==> config.mk <==
export PLATFORM = sky130hd
export DESIGN_NAME = intersection_scheduler
export DESIGN_NICKNAME = d
export VERILOG_FILES = /design/src/rtl/traffic_pkg.sv /design/src/rtl/intersection_scheduler_phase_timer.sv /design/src/rtl/intersection_scheduler.sv
export SDC_FILE = /design/constraint.sdc
export NUM_CORES = 1
export LEC_CHECK = 0
export ABC_AREA = 1
export CAP_MARGIN = 5
export CORE_UTILIZATION = 45
export CTS_BUF_LIST = sky130_fd_sc_hd__clkbuf_8
export CTS_CLUSTER_DIAMETER = 120
export CTS_CLUSTER_SIZE = 12
export DETAILED_ROUTE_END_ITERATION = 8
export PLACE_DENSITY_LB_ADDON = 0.1
export SYNTH_ARGS = -nofsm -noshare
export SYNTH_HDL_FRONTEND = slang
export SYNTH_SLANG_ARGS = --single-unit
==> constraint.sdc <==
create_clock -name clk -period 8.6 [get_ports clk]
set_input_delay 1.72 -clock clk [delete_from_list [all_inputs] [get_ports clk]]
set_output_delay 1.72 -clock clk [all_outputs]
set_load 0.02 [all_outputs]
==> src/rtl/traffic_pkg.sv <==
// Shared definitions for the intersection scheduler: phase codes and lamp bundles.
package traffic_pkg;

  localparam int PHASE_W = 3;

  localparam logic [PHASE_W-1:0] ST_GA  = 3'd0;
  localparam logic [PHASE_W-1:0] ST_YA  = 3'd1;
  localparam logic [PHASE_W-1:0] ST_RAB = 3'd2;
  localparam logic [PHASE_W-1:0] ST_GB  = 3'd3;
  localparam logic [PHASE_W-1:0] ST_YB  = 3'd4;
  localparam logic [PHASE_W-1:0] ST_RBA = 3'd5;

  typedef struct packed {
    logic ga;
    logic ya;
    logic ra;
    logic gb;
    logic yb;
    logic rb;
  } lamps_t;

  localparam lamps_t LAMPS_GA     = 6'b100_001;
  localparam lamps_t LAMPS_YA     = 6'b010_001;
  localparam lamps_t LAMPS_ALLRED = 6'b001_001;
  localparam lamps_t LAMPS_GB     = 6'b001_100;
  localparam lamps_t LAMPS_YB     = 6'b001_010;

  // Unknown phase codes show all-red, the only safe picture.
  function automatic lamps_t lamps_for(input logic [PHASE_W-1:0] st);
    lamps_t l;
    case (st)
      ST_GA:   l = LAMPS_GA;
      ST_YA:   l = LAMPS_YA;
      ST_RAB:  l = LAMPS_ALLRED;
      ST_GB:   l = LAMPS_GB;
      ST_YB:   l = LAMPS_YB;
      ST_RBA:  l = LAMPS_ALLRED;
      default: l = LAMPS_ALLRED;
    endcase
    return l;
  endfunction

endpackage

==> src/rtl/intersection_scheduler_phase_timer.sv <==
// Phase timer: prescaler producing a one-cycle tick strobe and a saturating
// tick counter, both cleared synchronously whenever the phase changes.
module phase_timer
  import traffic_pkg::*;
#(
  parameter int unsigned TICK_DIV = 10000,
  parameter int unsigned TW       = 8
) (
  input  logic          clk,
  input  logic          reset_n,
  input  logic          clr,
  output logic          tick,
  output logic [TW-1:0] count
);

  localparam int unsigned PW = (TICK_DIV > 1) ? $clog2(TICK_DIV) : 1;

  logic [PW-1:0] presc_r;
  logic [TW-1:0] count_r;

  assign tick  = (presc_r == PW'(TICK_DIV - 1));
  assign count = count_r;

  // Prescaler and saturating tick counter.
  always_ff @(posedge clk or negedge reset_n) begin
    if (!reset_n) begin
      presc_r <= {PW{1'b0}};
      count_r <= {TW{1'b0}};
    end else if (clr) begin
      presc_r <= {PW{1'b0}};
      count_r <= {TW{1'b0}};
    end else if (tick) begin
      presc_r <= {PW{1'b0}};
      if (count_r != {TW{1'b1}}) begin
        count_r <= count_r + TW'(1);
      end else begin
        count_r <= count_r;
      end
    end else begin
      presc_r <= presc_r + PW'(1);
      count_r <= count_r;
    end
  end

endmodule

==> src/rtl/intersection_scheduler.sv <==
// Two-street intersection scheduler: timed green/yellow/all-red phases with
// min/max green, latched pedestrian walk requests and emergency preemption.
module intersection_scheduler
  import traffic_pkg::*;
#(
  parameter int unsigned TICK_DIV    = 10000,
  parameter int unsigned T_GREEN_MIN = 5,
  parameter int unsigned T_GREEN_MAX = 30,
  parameter int unsigned T_YELLOW    = 3,
  parameter int unsigned T_ALLRED    = 1,
  parameter int unsigned T_WALK      = 4,
  parameter int unsigned TW          = 8
) (
  input  logic               clk,
  input  logic               reset_n,
  input  logic               Sa,
  input  logic               Sb,
  input  logic               Pa,
  input  logic               Pb,
  input  logic               Ea,
  input  logic               Eb,
  output logic               Ga,
  output logic               Ya,
  output logic               Ra,
  output logic               Gb,
  output logic               Yb,
  output logic               Rb,
  output logic               Wa,
  output logic               Wb,
  output logic [PHASE_W-1:0] phase
);

  logic [PHASE_W-1:0] state_r;
  logic [PHASE_W-1:0] next_state_s;
  logic               clr_s;
  logic               tick_s;
  logic [TW-1:0]      count_s;
  logic               pend_a_r;
  logic               pend_b_r;
  logic               walk_a_r;
  logic               walk_b_r;
  logic               enter_ga_s;
  logic               enter_gb_s;
  logic               green_min_s;
  logic               green_max_s;
  logic               yellow_done_s;
  logic               allred_done_s;
  logic               walk_done_s;
  lamps_t             lamps_s;
  logic               wa_s;
  logic               wb_s;
  lamps_t             lamps_r;
  logic               wa_r;
  logic               wb_r;
  logic [PHASE_W-1:0] phase_r;

  // Elapsed ticks counted including the tick completing this cycle, so a phase
  // of n ticks changes state exactly n*TICK_DIV cycles after entry.
  function automatic logic reached(input logic [TW-1:0] cnt, input logic tk,
                                   input int unsigned n);
    logic [TW:0] elapsed;
    elapsed = {1'b0, cnt} + {{TW{1'b0}}, tk};
    return elapsed >= (TW + 1)'(n);
  endfunction

  phase_timer #(
    .TICK_DIV (TICK_DIV),
    .TW       (TW)
  ) u_phase_timer (
    .clk     (clk),
    .reset_n (reset_n),
    .clr     (clr_s),
    .tick    (tick_s),
    .count   (count_s)
  );

  assign clr_s         = (next_state_s != state_r);
  assign enter_ga_s    = (next_state_s == ST_GA) && (state_r != ST_GA);
  assign enter_gb_s    = (next_state_s == ST_GB) && (state_r != ST_GB);
  assign green_min_s   = reached(count_s, tick_s, T_GREEN_MIN);
  assign green_max_s   = reached(count_s, tick_s, T_GREEN_MAX);
  assign yellow_done_s = reached(count_s, tick_s, T_YELLOW);
  assign allred_done_s = reached(count_s, tick_s, T_ALLRED);
  assign walk_done_s   = reached(count_s, tick_s, T_WALK);

  // Phase state register.
  always_ff @(posedge clk or negedge reset_n) begin
    if (!reset_n) begin
      state_r <= ST_GA;
    end else begin
      state_r <= next_state_s;
    end
  end

  // Next-phase decision; preemption for the other street wins over timing.
  always_comb begin
    next_state_s = state_r;
    case (state_r)
      ST_GA: begin
        if (Eb && !Ea) begin
          next_state_s = ST_YA;
        end else if (!Ea && green_min_s && !walk_a_r && (Sb || pend_b_r) &&
                     (!Sa || green_max_s)) begin
          next_state_s = ST_YA;
        end else begin
          next_state_s = ST_GA;
        end
      end
      ST_YA: begin
        if (yellow_done_s) begin
          next_state_s = ST_RAB;
        end else begin
          next_state_s = ST_YA;
        end
      end
      ST_RAB: begin
        if (allred_done_s) begin
          next_state_s = ST_GB;
        end else begin
          next_state_s = ST_RAB;
        end
      end
      ST_GB: begin
        if (Ea && !Eb) begin
          next_state_s = ST_YB;
        end else if (!Eb && green_min_s && !walk_b_r && (Sa || pend_a_r) &&
                     (!Sb || green_max_s)) begin
          next_state_s = ST_YB;
        end else begin
          next_state_s = ST_GB;
        end
      end
      ST_YB: begin
        if (yellow_done_s) begin
          next_state_s = ST_RBA;
        end else begin
          next_state_s = ST_YB;
        end
      end
      ST_RBA: begin
        if (allred_done_s) begin
          next_state_s = ST_GA;
        end else begin
          next_state_s = ST_RBA;
        end
      end
      default: next_state_s = ST_GA;
    endcase
  end

  // Street A request latch and walk timer; a press coinciding with green
  // entry is kept for the following green.
  always_ff @(posedge clk or negedge reset_n) begin
    if (!reset_n) begin
      pend_a_r <= 1'b0;
      walk_a_r <= 1'b0;
    end else if (enter_ga_s) begin
      walk_a_r <= pend_a_r;
      pend_a_r <= Pa;
    end else begin
      pend_a_r <= pend_a_r | Pa;
      if (next_state_s != ST_GA) begin
        walk_a_r <= 1'b0;
      end else if (walk_done_s) begin
        walk_a_r <= 1'b0;
      end else begin
        walk_a_r <= walk_a_r;
      end
    end
  end

  // Street B request latch and walk timer.
  always_ff @(posedge clk or negedge reset_n) begin
    if (!reset_n) begin
      pend_b_r <= 1'b0;
      walk_b_r <= 1'b0;
    end else if (enter_gb_s) begin
      walk_b_r <= pend_b_r;
      pend_b_r <= Pb;
    end else begin
      pend_b_r <= pend_b_r | Pb;
      if (next_state_s != ST_GB) begin
        walk_b_r <= 1'b0;
      end else if (walk_done_s) begin
        walk_b_r <= 1'b0;
      end else begin
        walk_b_r <= walk_b_r;
      end
    end
  end

  // Moore lamp decode from the current phase.
  always_comb begin
    lamps_s = lamps_for(state_r);
    wa_s    = walk_a_r && (state_r == ST_GA);
    wb_s    = walk_b_r && (state_r == ST_GB);
  end

  // Output registers.
  always_ff @(posedge clk or negedge reset_n) begin
    if (!reset_n) begin
      lamps_r <= LAMPS_GA;
      wa_r    <= 1'b0;
      wb_r    <= 1'b0;
      phase_r <= ST_GA;
    end else begin
      lamps_r <= lamps_s;
      wa_r    <= wa_s;
      wb_r    <= wb_s;
      phase_r <= state_r;
    end
  end

  assign Ga    = lamps_r.ga;
  assign Ya    = lamps_r.ya;
  assign Ra    = lamps_r.ra;
  assign Gb    = lamps_r.gb;
  assign Yb    = lamps_r.yb;
  assign Rb    = lamps_r.rb;
  assign Wa    = wa_r;
  assign Wb    = wb_r;
  assign phase = phase_r;

endmodule

# Yosys cells after proc, flatten, opt, wreduce, memory -nomap -nowiden
# Index checks and enable logic that the tools add are counted.
word_totals:
  word_cells: 92
  in_bits: 8
  ff_bits: 40
  output_inout_bits: 11
op_classes:
  n_mux: 22
  n_eq_ne: 11
  reduce_logical: 33
  bitwise: 2
  magnitude_cmp: 5
  add_sub_neg: 3
op_table:
  columns: ["cell", "count"]
  rows:
  - ["$mux 14", 2]
  - ["$mux 8", 3]
  - ["$pmux 6 s4", 1]
  - ["$ge 9x3->1 const B", 2]
  - ["$pmux 3 s6", 1]
  - ["$add 14x1->14 const B", 1]
  - ["$eq 14x14->1 const B", 1]
  - ["$logic_and 1x1->1", 14]
  - ["$reduce_bool 3->1", 4]
  - ["$mux 1", 11]
  - ["$add 8x1->9", 1]
  - ["$eq 3x2->1 const B", 3]
  - ["$ge 9x1->1 const B", 1]
  - ["$ge 9x2->1 const B", 1]
  - ["$ge 9x5->1 const B", 1]
  - ["$mux 3", 3]
  - ["$add 8x1->8 const B", 1]
  - ["$ne 8x8->1 const B", 1]
  - ["$eq 3x3->1 const B", 2]
  - ["$logic_not 1->1", 6]
  - ["$logic_not 3->1", 2]
  - ["$ne 3x2->1 const B", 2]
  - ["$logic_or 1x1->1", 4]
  - ["$reduce_bool 2->1", 2]
  - ["5 further kinds", 6]

# Depth between registers and ports, before layout
logic_depth:
  depth_word: 13
  depth_mapped: 24

# Modules after synthesis
# Synthesis repeated with hierarchy kept, for this count alone.
hier_totals:
  cells_unflattened: 319
  area_unflattened_um2: 2367.3
modules_own_cells:
  columns: ["mod", "cells_per_inst", "area_per_inst_um2", "seq_area_each_um2", "instances"]
  rows:
  - ["phase_timer", 169, 1268.7, 550.5, 1]
  - ["intersection_scheduler", 150, 1098.6, 452.9, 1]

# Worst setup path before layout
# No wires, ideal clock.
synth_path:
  kind: "flip-flop to flip-flop"
  start: "reg u_phase_timer.presc_r[0]"
  end: "reg u_phase_timer.presc_r[2]"
  slack_ns: 5.739
  arrival_ns: 2.740
  path_buffers: 1
  stages_incl_launch_ff: 24
  required_ns: 8.479
  setup_time_ns: 0.121
  path_cell_list: "dfrtp_1 ha_1 nand2_1 nor2_1 nand3_1 nor3_1 ha_1 ha_1 nand3_2 nor2_2 nand2_1 nand2_1 nand2_2 nor2_4 nand3_1 nand2_1 nand2_1 nor2_4 nand3_2 nand2_1 nand2_1 nand2_2 buf_6 nor2_2"
synth_between:
  elab_chain_len: 12
synth_lines:
  columns: ["element", "line_no", "source"]
  rows:
  - ["start, declared", "intersection_scheduler_phase_timer.sv:18", "logic [PW-1:0] presc_r;"]
  - ["start signal, assigned", "intersection_scheduler_phase_timer.sv:27", "presc_r <= {PW{1'b0}};"]
  - ["start signal, assigned", "intersection_scheduler_phase_timer.sv:30", "presc_r <= {PW{1'b0}};"]
  - ["start signal, assigned", "intersection_scheduler_phase_timer.sv:33", "presc_r <= {PW{1'b0}};"]
  - ["$eq 14x14->1 (*)", "intersection_scheduler_phase_timer.sv:21", "assign tick = (presc_r == PW'(TICK_DIV - 1));"]
  - ["$add 8x1->9 (*)", "intersection_scheduler.sv:62", "elapsed = {1'b0, cnt} + {{TW{1'b0}}, tk};"]
  - ["$ge 9x3->1", "intersection_scheduler.sv:63", "return elapsed >= (TW + 1)'(n);"]
  - ["$logic_and 1x1->1, on equally long branches (4 in a row)", "intersection_scheduler.sv:126, intersection_scheduler.sv:102", null]
  - ["$mux 3 / $mux 1 (equally long branches)", "intersection_scheduler.sv:126, intersection_scheduler.sv:102", null]
  - ["$mux 3 / $mux 1 (equally long branches)", "intersection_scheduler.sv:124, intersection_scheduler.sv:100", null]
  - ["$pmux 3 s6 (*)", "intersection_scheduler.sv:98", "case (state_r)"]
  - ["net next_state_s[0]", "intersection_scheduler.sv:34", "logic [PHASE_W-1:0] next_state_s;"]
  - ["$ne 3x3->1 (*)", "intersection_scheduler.sv:77", "assign clr_s = (next_state_s != state_r);"]
  - ["$mux 14 (*)", "intersection_scheduler_phase_timer.sv:29", "end else if (clr) begin"]
# Mark *: on every way through the listed nets, which the timed path passes. The rest lies on a longest branch.
# A chain may end at the register's enable or synchronous reset.

# Final worst setup path
layout_path:
  start: "reg u_phase_timer.presc_r[0]"
  end: "reg u_phase_timer.count_r[7], in the netlist u_phase_timer.count[7]"
layout_between:
  elab_chain_len: 13
layout_lines:
  columns: ["element", "line_no", "source"]
  rows:
  - ["$eq 14x14->1 (*)", "intersection_scheduler_phase_timer.sv:21", null]
  - ["$add 8x1->9 (*)", "intersection_scheduler.sv:62", null]
  - ["$ge 9x3->1", "intersection_scheduler.sv:63", null]
  - ["$logic_and 1x1->1, on equally long branches (4 in a row)", "intersection_scheduler.sv:126, intersection_scheduler.sv:102", null]
  - ["$mux 3 / $mux 1 (equally long branches)", "intersection_scheduler.sv:126, intersection_scheduler.sv:102", null]
  - ["$mux 3 / $mux 1 (equally long branches)", "intersection_scheduler.sv:124, intersection_scheduler.sv:100", null]
  - ["$pmux 3 s6 (*)", "intersection_scheduler.sv:98", null]
  - ["net next_state_s[0]", "intersection_scheduler.sv:34", null]
  - ["$ne 3x3->1 (*)", "intersection_scheduler.sv:77", null]
  - ["$reduce_bool 2->1 (no source line)", null, null]
  - ["$reduce_and 2->1 (no source line)", null, null]
  - ["end signal, assigned", "intersection_scheduler_phase_timer.sv:35", "count_r <= count_r + TW'(1);"]
  - ["end signal, assigned", "intersection_scheduler_phase_timer.sv:37", "count_r <= count_r;"]
  - ["end signal, assigned", "intersection_scheduler_phase_timer.sv:41", "count_r <= count_r;"]
  - ["end, declared", "intersection_scheduler_phase_timer.sv:19", "logic [TW-1:0] count_r;"]
# Marks and branches as above.

==> flow_summary.ini <==
[die]
rows = 25
io_pins = 19
core_region_area_um2 = 4817
die_h_um = 73.26
die_x_um = 73.26
dieArea_um2 = 5366
initial_core_util_pct = 47.43

[worst_setup_path]
ff2ff_setup_slack_ns = 4.98
crit_slowest_cell = nand2_2
r2r-end = u_phase_timer.count[7]
startpoint_type = flip-flop
path_cells = ha_1 -> nand2_1 -> nor2_1 -> nand3_1 -> nor3_1 -> ha_1 -> ha_1 -> nand3_2 -> nor2_2 -> nand2_1 -> nand2_1 -> nand2_2 -> nor2_4 -> nand3_1 -> nand2_1 -> nand2_1 -> nor2_4 -> nand3_2 -> nand2_1 -> nand2_1 -> nand2_2 -> nor2_1
crit_arrival_ns = 3.78
cp-end-kind = flip-flop
critPathRequiredTime_ns = 8.76
critPathKind = flip-flop to flip-flop
rr_worst_depth = 22
path_max_fanout = 22
max_stage_delay_ns = 0.47
path_buf_inv = 0
reg2reg_from = u_phase_timer.presc_r[0]
cp_top_family = simple AND/OR/NAND/NOR gates
cpMostUsedCell = nand2_1

[synth]
synth-seq-cells = 40
syn-num-nets = 305
ys_types = 25
synth-edff-count = 0
yosys-top-cells-area = dfrtp_1 (42%), nand2_1 (12%), inv_1 (6.7%), nor2_2 (6.3%), nand3_1 (5.7%)
postSynthCellCount = 293
synth_area_leader_cell = dfrtp_1
synthFlopType = dfrtp_1
avgSynthCellArea_um2 = 7.798
ys_seq_area_share_pct = 43.92
yosys_warnings = 0
synthArstFlopShare_pct = 100.0
syn_area_um2 = 2285
synth_top_area_share_pct = 41.62

[sta]
slew_viol_final = 0
worst_pin_slew_ns = 0.8791
rsz0062_at_grt = no
hold_violations = 0
tns_ns = 0
final.period_utilization_pct = 42.08
relSlewSlack_pct = 41.40
period_minus_slack_ns = 3.619
finClkSkew_ns = 0.002376
fmax_mhz = 276.3
finalSetupViolations = 0

[hold_path]
hold_path.class = flip-flop to flip-flop
min_delay_path_depth = 0
hold_path_end = phase[2]
min_from = state_r[2]

[placement]
portBuffers = 18
dp_hpwl_um = 3264
dpl-instance-area_um2 = 2514
gp_congestion = 0.8816

[grt]
overflow = 0
grt_pass1_wl_um = 7783
grt.total_usage_pct = 19.04
grt_max_degree = 41
antenna_found_initial = 0
grt_pass1_vias = 1760

[routing]
drcViolationCount = 0
antenna_left = 0
dr.pass1.iters = 4
vias = 1832
wl_um = 4460
first_iter_violations = 60
routedWlPerCell_um = 11.68
post_drt_via_cell_ratio = 4.796

[pwr]
power_density_nw_per_um2 = 152.0
ir_worst_vdd_mv = 0.09927
leakage_nw = 1.232

[clock_network]
cts_resized = 0
worstSkewPairLatency_ns = 0.29
cts_hold_buf = 0
numCtsBuffers = 5
cts_sinks = 40
clock-root-buffer = clkbuf_8
cts_tree = yes
clk_path_buf_depth = 2
cts_setup_buffers = 0
path_clk_slew_ns = 0.08
h-tree-depth = 2

[final_layout]
finalInstanceArea_um2 = 2595
area_delta_synth_final_pct = 13.58
nets = 327
drive_above_1_share_pct = 14.60
antenna_cells = 0

[status]
outcome = completed

[run]
drv_cap = 0
==> power by group <==
group / internal (mW) / switching (mW) / total [mW]
logic: 0.0247 / 0.0406 / 0.0653
registers: 0.200 / 0.00839 / 0.209
clock network: 0.0549 / 0.0653 / 0.120
total: 0.280 / 0.114 / 0.394
==> final cells by class <==
class / instances / area (um^2)
clock inverter: 2 / 12.51
inverter: 41 / 153.9
timing repair buffer: 18 / 175.2
multi-input combinational: 209 / 1097
fill: 486 / 2222
tap: 67 / 83.83
sequential: 40 / 1003
clock buffer: 5 / 68.82
==> flip-flops by register name, indices dropped and copies added, names as in the netlist, 3 cells and up <==
| signal | cells |
|---|---|
| u_phase_timer.presc_r | 14 |
| u_phase_timer.count | 8 |
| state_r | 3 |
| phase | 3 |
==> kinds of logic after synthesis <==
| logic type | after synthesis | share of synthesized area (%) |
|---|---|---|
| AO/OA/AOI/OAI | 11 | 2.739 |
| AND/OR/NAND/NOR | 181 | 38.06 |
| adder cells (fa/ha/maj) | 4 | 2.191 |
| multiplexers | 1 | 0.4381 |
| buffers and inverters | 44 | 8.051 |
| XOR/XNOR | 12 | 4.600 |
| flip-flops | 40 | 43.92 |
==> per-layer routing <==
metal	share of wire (%)	vias up	GRT usage (%)
li1	-	961	-
met1	50	838	26.14
met2	45	26	29.73
met3	2.9	7	3.704
met4	1.5	0	7.190
met5	0	-	0
==> through the flow <==
step | utilization, % | total power [mW] | setup WS [ns] | hold slack, ns | cells
floorplan | - | 0.2629 | 5.739 | 0.3744 | 293
global placement | 52.18 | 0.2784 | 5.003 | 0.3826 | 375
detailed placement | 52.18 | 0.2789 | 4.958 | 0.3904 | 375
CTS | 53.87 | 0.4009 | 4.989 | 0.4098 | 382
global route | 53.87 | 0.4162 | 4.562 | 0.4360 | 382
finish | 53.87 | 0.3944 | 4.981 | 0.4109 | 382
==> synth_stat cells (all sizes together) (2+ instances only) <==
| master | n |
|---|---|
| nor3 | 9 |
| buf | 3 |
| nor2 | 52 |
| nand3 | 29 |
| inv | 41 |
| xor2 | 10 |
| xnor2 | 2 |
| nand2 | 80 |
| a21oi | 2 |
| ha | 4 |
| nand4 | 9 |
| o21ai | 6 |
| dfstp | 2 |
| dfrtp | 38 |
==> worst max path at each step <==
stage | to | startpoint | cells past startpoint
CTS | u_phase_timer.count[7] | u_phase_timer.presc_r[0] | 22
global placement | u_phase_timer.count[7] | Ea | 9
finish | u_phase_timer.count[7] | u_phase_timer.presc_r[0] | 22
floorplan | u_phase_timer.presc_r[2] | u_phase_timer.presc_r[0] | 23
global route | u_phase_timer.count[0] | u_phase_timer.presc_r[0] | 22
detailed placement | u_phase_timer.count[7] | Ea | 9
==> worst reg2reg max path, cell delays in order, from the launching register on <==
cell and delay, ns:
dfrtp_1 0.37, ha_1 0.19, nand2_1 0.06, nor2_1 0.17, nand3_1 0.10, nor3_1 0.26, ha_1 0.26, ha_1 0.22
nand3_2 0.10, nor2_2 0.15, nand2_1 0.07, nand2_1 0.09, nand2_2 0.07, nor2_4 0.16, nand3_1 0.09, nand2_1 0.12
nand2_1 0.10, nor2_4 0.12, nand3_2 0.09, nand2_1 0.06, nand2_1 0.06, nand2_2 0.47, nor2_1 0.10
==> cells in the final DEF (no fill, tap or decap), types with 2 or more instances in the layout <==
master            n
nand4_1           9
clkdlybuf4s50_1  17
nand2_1          76
dfstp_2           2
xnor2_1           2
xor2_1           10
ha_1              4
clkbuf_8          5
nor2_4            4
nor2_1           25
nand2_2           4
nor2_2           23
nand3_1          26
nor3_1            9
a21oi_1           2
nand3_2           3
dfrtp_1          38
o21ai_0           6
inv_1            41
Power figures use the tool's default switching activity.
